<file path="src/rtl/sc_pkg.sv">
// Shared definitions for the stochastic-computing stream sources:
// the stream-generator state type, the 8-bit LFSR feedback taps and
// a bit-reversal helper used to decorrelate a second channel.
package sc_pkg;

  typedef enum logic [1:0] {
    IDLE = 2'd0,
    RUN  = 2'd1,
    DONE = 2'd2
  } sng_state_e;

  // Feedback taps of the maximal-length 8-bit Fibonacci LFSR: bits 7,5,4,3.
  localparam logic [7:0] LFSR8_TAPS = 8'b1011_1000;

  // Mirror an 8-bit value so bit 0 becomes bit 7 and so on.
  function automatic logic [7:0] bitrev8(input logic [7:0] v);
    logic [7:0] r;
    for (int i = 0; i < 8; i++) begin
      r[i] = v[7-i];
    end
    return r;
  endfunction

endpackage

</file>
<file path="src/rtl/lfsr8.sv">
// 8-bit maximal-length Fibonacci LFSR (period 255, never reaches zero
// from a non-zero seed). Load has priority over stepping.
module lfsr8
  import sc_pkg::*;
#(
  parameter logic [7:0] RESET_SEED = 8'h01
) (
  input  logic       clk,
  input  logic       rst_n,
  input  logic       load,
  input  logic [7:0] seed,
  input  logic       en,
  output logic [7:0] q
);

  logic [7:0] q_q;
  logic [7:0] q_d;

  // Next state: reload the seed, step the register, or hold.
  always_comb begin
    q_d = q_q;
    if (load) begin
      q_d = seed;
    end else if (en) begin
      q_d = {q_q[6:0], ^(q_q & LFSR8_TAPS)};
    end
  end

  // State register, returns to the reset seed asynchronously.
  always_ff @(posedge clk or negedge rst_n) begin
    if (!rst_n) begin
      q_q <= RESET_SEED;
    end else begin
      q_q <= q_d;
    end
  end

  assign q = q_q;

endmodule

</file>
<file path="src/rtl/sng_pair.sv">
// Dual-channel binary-to-stochastic generator. Latches two 8-bit
// probabilities and a stream length, then emits len beats of a
// (dividend, divisor) bit pair from one shared LFSR. In correlated mode
// both channels compare against the same random value; otherwise the
// divisor uses the bit-reversed value so the streams decorrelate.
module sng_pair
  import sc_pkg::*;
#(
  parameter logic [7:0] SEED  = 8'h01,
  parameter int         LEN_W = 16
) (
  input  logic             clk,
  input  logic             rst_n,
  input  logic             in_valid,
  output logic             in_ready,
  input  logic [7:0]       a,
  input  logic [7:0]       b,
  input  logic [LEN_W-1:0] len,
  input  logic             corr,
  output logic             out_valid,
  input  logic             out_ready,
  output logic             dividend,
  output logic             divisor,
  output logic [7:0]       rng_out,
  output logic             done
);

  // An all-zero seed would lock the LFSR, so it is replaced by 1.
  localparam logic [7:0] SEED_EFF = (SEED == 8'h00) ? 8'h01 : SEED;

  sng_state_e       state_q;
  logic [7:0]       a_q;
  logic [7:0]       b_q;
  logic             corr_q;
  logic [LEN_W-1:0] cnt_q;

  logic       accept;
  logic       beat;
  logic [7:0] lfsrState;
  logic [7:0] divisorRef;

  assign accept = in_valid && (state_q == IDLE);
  assign beat   = (state_q == RUN) && out_ready;

  lfsr8 #(
    .RESET_SEED(SEED_EFF)
  ) uLfsr (
    .clk  (clk),
    .rst_n(rst_n),
    .load (accept),
    .seed (SEED_EFF),
    .en   (beat),
    .q    (lfsrState)
  );

  // Sequencer: capture operands on accept, count beats, pulse done once.
  always_ff @(posedge clk or negedge rst_n) begin
    if (!rst_n) begin
      state_q <= IDLE;
      a_q     <= 8'h00;
      b_q     <= 8'h00;
      corr_q  <= 1'b0;
      cnt_q   <= '0;
    end else begin
      case (state_q)
        IDLE: begin
          if (in_valid) begin
            a_q     <= a;
            b_q     <= b;
            corr_q  <= corr;
            cnt_q   <= len;
            state_q <= (len == '0) ? DONE : RUN;
          end
        end
        RUN: begin
          if (out_ready) begin
            cnt_q <= cnt_q - LEN_W'(1);
            if (cnt_q == LEN_W'(1)) begin
              state_q <= DONE;
            end
          end
        end
        DONE: begin
          state_q <= IDLE;
        end
        default: begin
          state_q <= IDLE;
        end
      endcase
    end
  end

  // Random value seen by the divisor comparator, mirrored when decorrelated.
  always_comb begin
    divisorRef = corr_q ? lfsrState : bitrev8(lfsrState);
  end

  assign in_ready  = (state_q == IDLE);
  assign out_valid = (state_q == RUN);
  assign done      = (state_q == DONE);
  assign dividend  = (state_q == RUN) && (a_q >= lfsrState);
  assign divisor   = (state_q == RUN) && (b_q >= divisorRef);
  assign rng_out   = lfsrState;

endmodule

</file>
<file path="config.mk">
export PLATFORM = sky130hd
export DESIGN_NAME = sng_pair
export DESIGN_NICKNAME = d
export VERILOG_FILES = /design/src/rtl/sc_pkg.sv /design/src/rtl/lfsr8.sv /design/src/rtl/sng_pair.sv
export SDC_FILE = /design/constraint.sdc
export NUM_CORES = 1
export LEC_CHECK = 0
export BUFFER_PORTS_ARGS = -buffer_cell sky130_fd_sc_hd__buf_2
export CAP_MARGIN = 30
export CORE_MARGIN = 2
export CORE_UTILIZATION = 50
export CTS_BUF_LIST = sky130_fd_sc_hd__clkbuf_2 sky130_fd_sc_hd__clkbuf_4 sky130_fd_sc_hd__clkbuf_8
export DETAILED_ROUTE_END_ITERATION = 10
export PLACE_DENSITY_LB_ADDON = 0.08
export SKIP_CTS_REPAIR_TIMING = 1
export SYNTH_ARGS = -nofsm -noshare
export SYNTH_HDL_FRONTEND = slang
export SYNTH_SLANG_ARGS = --single-unit
export TNS_END_PERCENT = 100
</file>
<file path="constraint.sdc">
create_clock -name clk -period 7 [get_ports clk]
set_clock_uncertainty 0.1 [all_clocks]
set_input_delay 1.4 -clock clk [delete_from_list [all_inputs] [get_ports clk]]
set_output_delay 1.4 -clock clk [all_outputs]
set_load 0.01 [all_outputs]
</file>
# After elaboration in Yosys (flattened, before gate mapping)
# Cells that the tools add are included.
# classes
n_addsub	1
order_cmp	2
n_eq_ne	6
muxes	11
reduce_logical	12
# ops
operator	n
2-to-1 mux 16 bit	2
case mux 16 bit (2 select lines)	1
2-to-1 mux 8 bit	3
== test 16 x 1 -> 1 bit, second input constant	1
greater-or-equal comparator 8 bit	2
zero test 16 bit	1
subtractor 16 x 1 -> 16 bit, second input constant	1
2-to-1 mux 2 bit	4
XOR reduction 8 bit	1
AND reduction 3 bit	2
logical AND 1 bit	4
!= test 2 x 1 -> 1 bit, second input constant	2
case mux 2 bit (2 select lines)	1
nonzero test 2 bit	2
== test 2 x 1 -> 1 bit, second input constant	1
== test 2 bit, second input constant	1
zero test 2 bit	1
!= test 2 bit, second input constant	1
AND reduction 2 bit	1
# word_totals
register_bits	43
inputBits	37
output_inout_bits	13
word_cells	38

# Longest topological paths before layout
# depth
word_depth	4
mapped_depth	8
ltp_nobuf	7

# Hierarchy
# Synthesis repeated with hierarchy kept, for this count alone.
# unflattened
hier_cells	273
hier_area_um2	2667.6
# by_module_without_submodules
module	n_inst	cells_each	area_each_um2	seq_area_each_um2
sng_pair	1	235	2265.9	875.8
lfsr8	1	38	401.6	201.4

# Worst setup path before layout
# OpenSTA, ideal clock, no wires.
# synth_path
path_type	register to output
start	reg corr_q
end	out divisor
arrival_time_ps	1958
required_time_ps	5500
path_slack_ps	3542
stages_incl_launch_ff	8
path_buffers	1
cell_sequence	dfrtp_1 -> clkbuf_1 -> o21ai_0 -> ha_1 -> nand2b_1 -> a2111o_1 -> a311oi_1 -> nor3_1
# synth_via
elab_chain_cells	3
# synth_rtl
item	line_no	rtl
start, declared	sng_pair.sv:34	logic corr_q;
start signal, assigned	sng_pair.sv:70	corr_q <= corr;
2-to-1 mux 8 bit	sng_pair.sv:95	divisorRef = corr_q ? lfsrState : bitrev8(lfsrState);
greater-or-equal comparator 8 bit	sng_pair.sv:102	assign divisor = (state_q == RUN) && (b_q >= divisorRef);
logical AND 1 bit	sng_pair.sv:102	
end, declared	sng_pair.sv:23	output logic divisor,
# Every way passes these cells.

# Final worst setup path
# Same ends and word-level chain as after synthesis.

==> results.sh <==
export IMPL_outcome="finished clean"
export IMPL_slew_headroom_pct=38.4
export IMPL_grt_pass1_vias=1959
export IMPL_fp_coreArea_um2=5010
export IMPL_via_per_inst=5.58
export IMPL_cts_tree="built"
export IMPL_drv_cap=0
export IMPL_drtPass1Iterations=4
export IMPL_fin_crit_ps=3860
export IMPL_yosys_most_used_dff="dfrtp_1"
export IMPL_max_freq_mhz=259
export IMPL_crit_fanout=10
export IMPL_synth_sequential_area_ratio_pct=42.1
export IMPL_yosysWarnings=0
export IMPL_numPortBuffers=49
export IMPL_drive_above_1_share_pct=26.0
export IMPL_synthDistinctLibCells=40
export IMPL_dp_hpwl_um=4130
export IMPL_postRouteAntennaNets=0
export IMPL_synth_edf_count=0
export IMPL_finalHoldViolations=0
export IMPL_ys_seq_elements=43
export IMPL_netlist_instances=266
export IMPL_start_util_pct=51.1
export IMPL_rsz0062_at_grt="no"
export IMPL_required_ps=5500
export IMPL_timing_final_crit_share_pct=55.1
export IMPL_clock_sinks=43
export IMPL_finalCoreUtilization_pct=59.7
export IMPL_path_clk_slew_ps=90
export IMPL_finalSetupViolations=0
export IMPL_start_kind="register"
export IMPL_synth_fp_nets=321
export IMPL_grt_pass1_wl_um=9260
export IMPL_hold_class="register to register"
export IMPL_drt_wl_total_um=5520
export IMPL_pin_count=50
export IMPL_arrival_ps=2360
export IMPL_grt_max_degree=28
export IMPL_drv_slew=0
export IMPL_worst_slew_pin_slew_ps=920
export IMPL_avgRoutedWirePerCell_um=14.5
export IMPL_placed_area_um2=2880
export IMPL_htreeDepth=2
export IMPL_powerDensity_nw_per_um2=397
export IMPL_clock_latency_ps=300
export IMPL_final_cell_area_um2=2990
export IMPL_critPathCaptureType="primary output"
export IMPL_place_gp_congestion=0.810
export IMPL_synth_area_per_cell_um2=9.63
export IMPL_final_common_cell="buf_2"
export IMPL_crit_type="register to primary output"
export IMPL_clockBufferDepth=2
export IMPL_grt_total_usage_pct=21.5
export IMPL_synth_area_um2=2560
export IMPL_nets=365
export IMPL_grt_antenna_before_repair=0
export IMPL_most_common_layout_cells="buf_2 (49), dfrtp_1 (42), o21ai_0 (22)"
export IMPL_gr_total_overflow=0
export IMPL_drt_initial_drc_count=101
export IMPL_async_reset_ff_share_pct=100
export IMPL_fillers=478
export IMPL_leakagePower_nw=1.34
export IMPL_num_vias=2126
export IMPL_die_w_um=75.6
export IMPL_die_y_um=75.6
export IMPL_drc=0
export IMPL_antenna_cells_inserted=0
export IMPL_die_area_um2=5710
export IMPL_cts_root_buf="clkbuf_8"
export IMPL_numCtsBuffers=5
export IMPL_finalSetupTns_ps=0
export IMPL_syn_to_final_growth_pct=16.9
export IMPL_rows=26
export IMPL_ir_drop_mv=0.200
flip-flops by register name, summed over array words and instances, names as in the netlist:
| name | count |
|---|---|
| a_q | 8 |
| b_q | 8 |
| cnt_q | 16 |
| corr_q | 1 |
| state_q | 2 |
| uLfsr.q | 8 |
layout make-up:
type | count | area, um2 | area share [%]
Clock buffer | 5 | 68.8 | 2.30
Timing Repair Buffer | 52 | 280 | 9.36
Clock inverter | 3 | 47.5 | 1.59
Multi-Input combinational cell | 193 | 1380 | 45.9
Sequential cell | 43 | 1080 | 36.0
Tap cell | 70 | 87.6 | 2.93
Inverter | 15 | 56.3 | 1.88
layer usage:
| metal | track usage [%] | wire length (um) | vias to the layer above |
|---|---|---|---|
| li1 | - | - | 1075 |
| met3 | 4.23 | 288 | 8 |
| met1 | 31.8 | 2770 | 992 |
| met4 | 5.65 | 63 | 0 |
| met5 | 0 | 0 | - |
| met2 | 32.3 | 2400 | 51 |
logic make-up after synthesis:
family,synth area share [%]
XOR/XNOR,1.03
AND/OR/NAND/NOR,14.9
buffers and inverters,4.45
AO/OA/AOI/OAI,18.7
multiplexers,10.1
adder cells (fa/ha/maj),8.79
flip-flops,42.1
final timing paths:
| check | start | to | slack [ps] | cells after the start |
|---|---|---|---|---|
| max | corr_q$_DFFE_PN0P_ | divisor | 3140 | 7 |
| min | a_q[4]$_DFFE_PN0P_ | a_q[4]$_DFFE_PN0P_ | 420 | 1 |
| max reg2reg | state_q[0]$_DFFE_PN0P_ | cnt_q[6]$_DFFE_PN0P_ | 4600 | 5 |
| min reg2reg | a_q[4]$_DFFE_PN0P_ | a_q[4]$_DFFE_PN0P_ | 420 | 1 |
| max in group asynchronous | rst_n | cnt_q[5]$_DFFE_PN0P_ | 5400 | 2 |
| min in group asynchronous | rst_n | corr_q$_DFFE_PN0P_ | 920 | 1 |
worst max-delay path, cell delays in order, from the launching register on:
cell,delay [ps]
dfrtp_1,590
o21ai_0,150
ha_1,280
nand2b_1,140
a2111o_1,410
a311oi_1,260
nor3_1,80
buf_2,150
metrics by stage:
| stage | hold slack (ps) | setup slack (ps) | power, W | std cells |
|---|---|---|---|---|
| 6_report | 421 | 3140 | 0.00119 | 381 |
| 5_1_grt | 442 | 2940 | 0.00132 | 381 |
| 4_1_cts | 424 | 3130 | 0.00120 | 381 |
| 2_1_floorplan | 372 | 3540 | 0.000840 | 266 |
| 3_5_place_dp | 401 | 3480 | 0.000995 | 373 |
| 3_3_place_gp | 392 | 3500 | 0.000975 | 372 |
report_power, final:
group / leakage [nW] / switching (W) / internal (W)
Sequential: 0.509 / 0.000112 / 0.000360
Clock: 0.0587 / 0.0000955 / 0.000108
Combinational: 0.774 / 0.000253 / 0.000260
Total: 1.34 / 0.000460 / 0.000728
cells in the mapped netlist (2+ instances only):
| library cell | instances | share of area [%] |
|---|---|---|
| a311oi_1 | 3 | 1.0 |
| o2bb2ai_1 | 3 | 1.0 |
| ha_1 | 18 | 8.8 |
| or3b_2 | 2 | 0.68 |
| nand3_1 | 2 | 0.39 |
| nor3_1 | 6 | 1.2 |
| a31oi_1 | 2 | 0.49 |
| o21ai_0 | 22 | 4.3 |
| o32ai_1 | 2 | 0.68 |
| or3_1 | 5 | 1.2 |
| or4_1 | 5 | 1.5 |
| a2111o_1 | 2 | 0.88 |
| a22oi_1 | 3 | 0.88 |
| a21oi_1 | 18 | 3.5 |
| clkbuf_1 | 14 | 2.1 |
| mux2i_1 | 9 | 3.5 |
| xnor2_1 | 3 | 1.0 |
| nor3b_1 | 3 | 0.88 |
| o22ai_1 | 6 | 1.5 |
| inv_1 | 15 | 2.2 |
| a2bb2oi_1 | 3 | 1.0 |
| o211ai_1 | 2 | 0.59 |
| nand2_1 | 18 | 2.6 |
| a21o_1 | 4 | 1.2 |
| nor2_1 | 17 | 2.5 |
| nand2b_1 | 6 | 1.5 |
| dfrtp_1 | 42 | 41 |
| mux2_2 | 15 | 6.6 |
| nor4_1 | 5 | 1.2 |
Note: power is estimated with default switching activity, not from simulation.
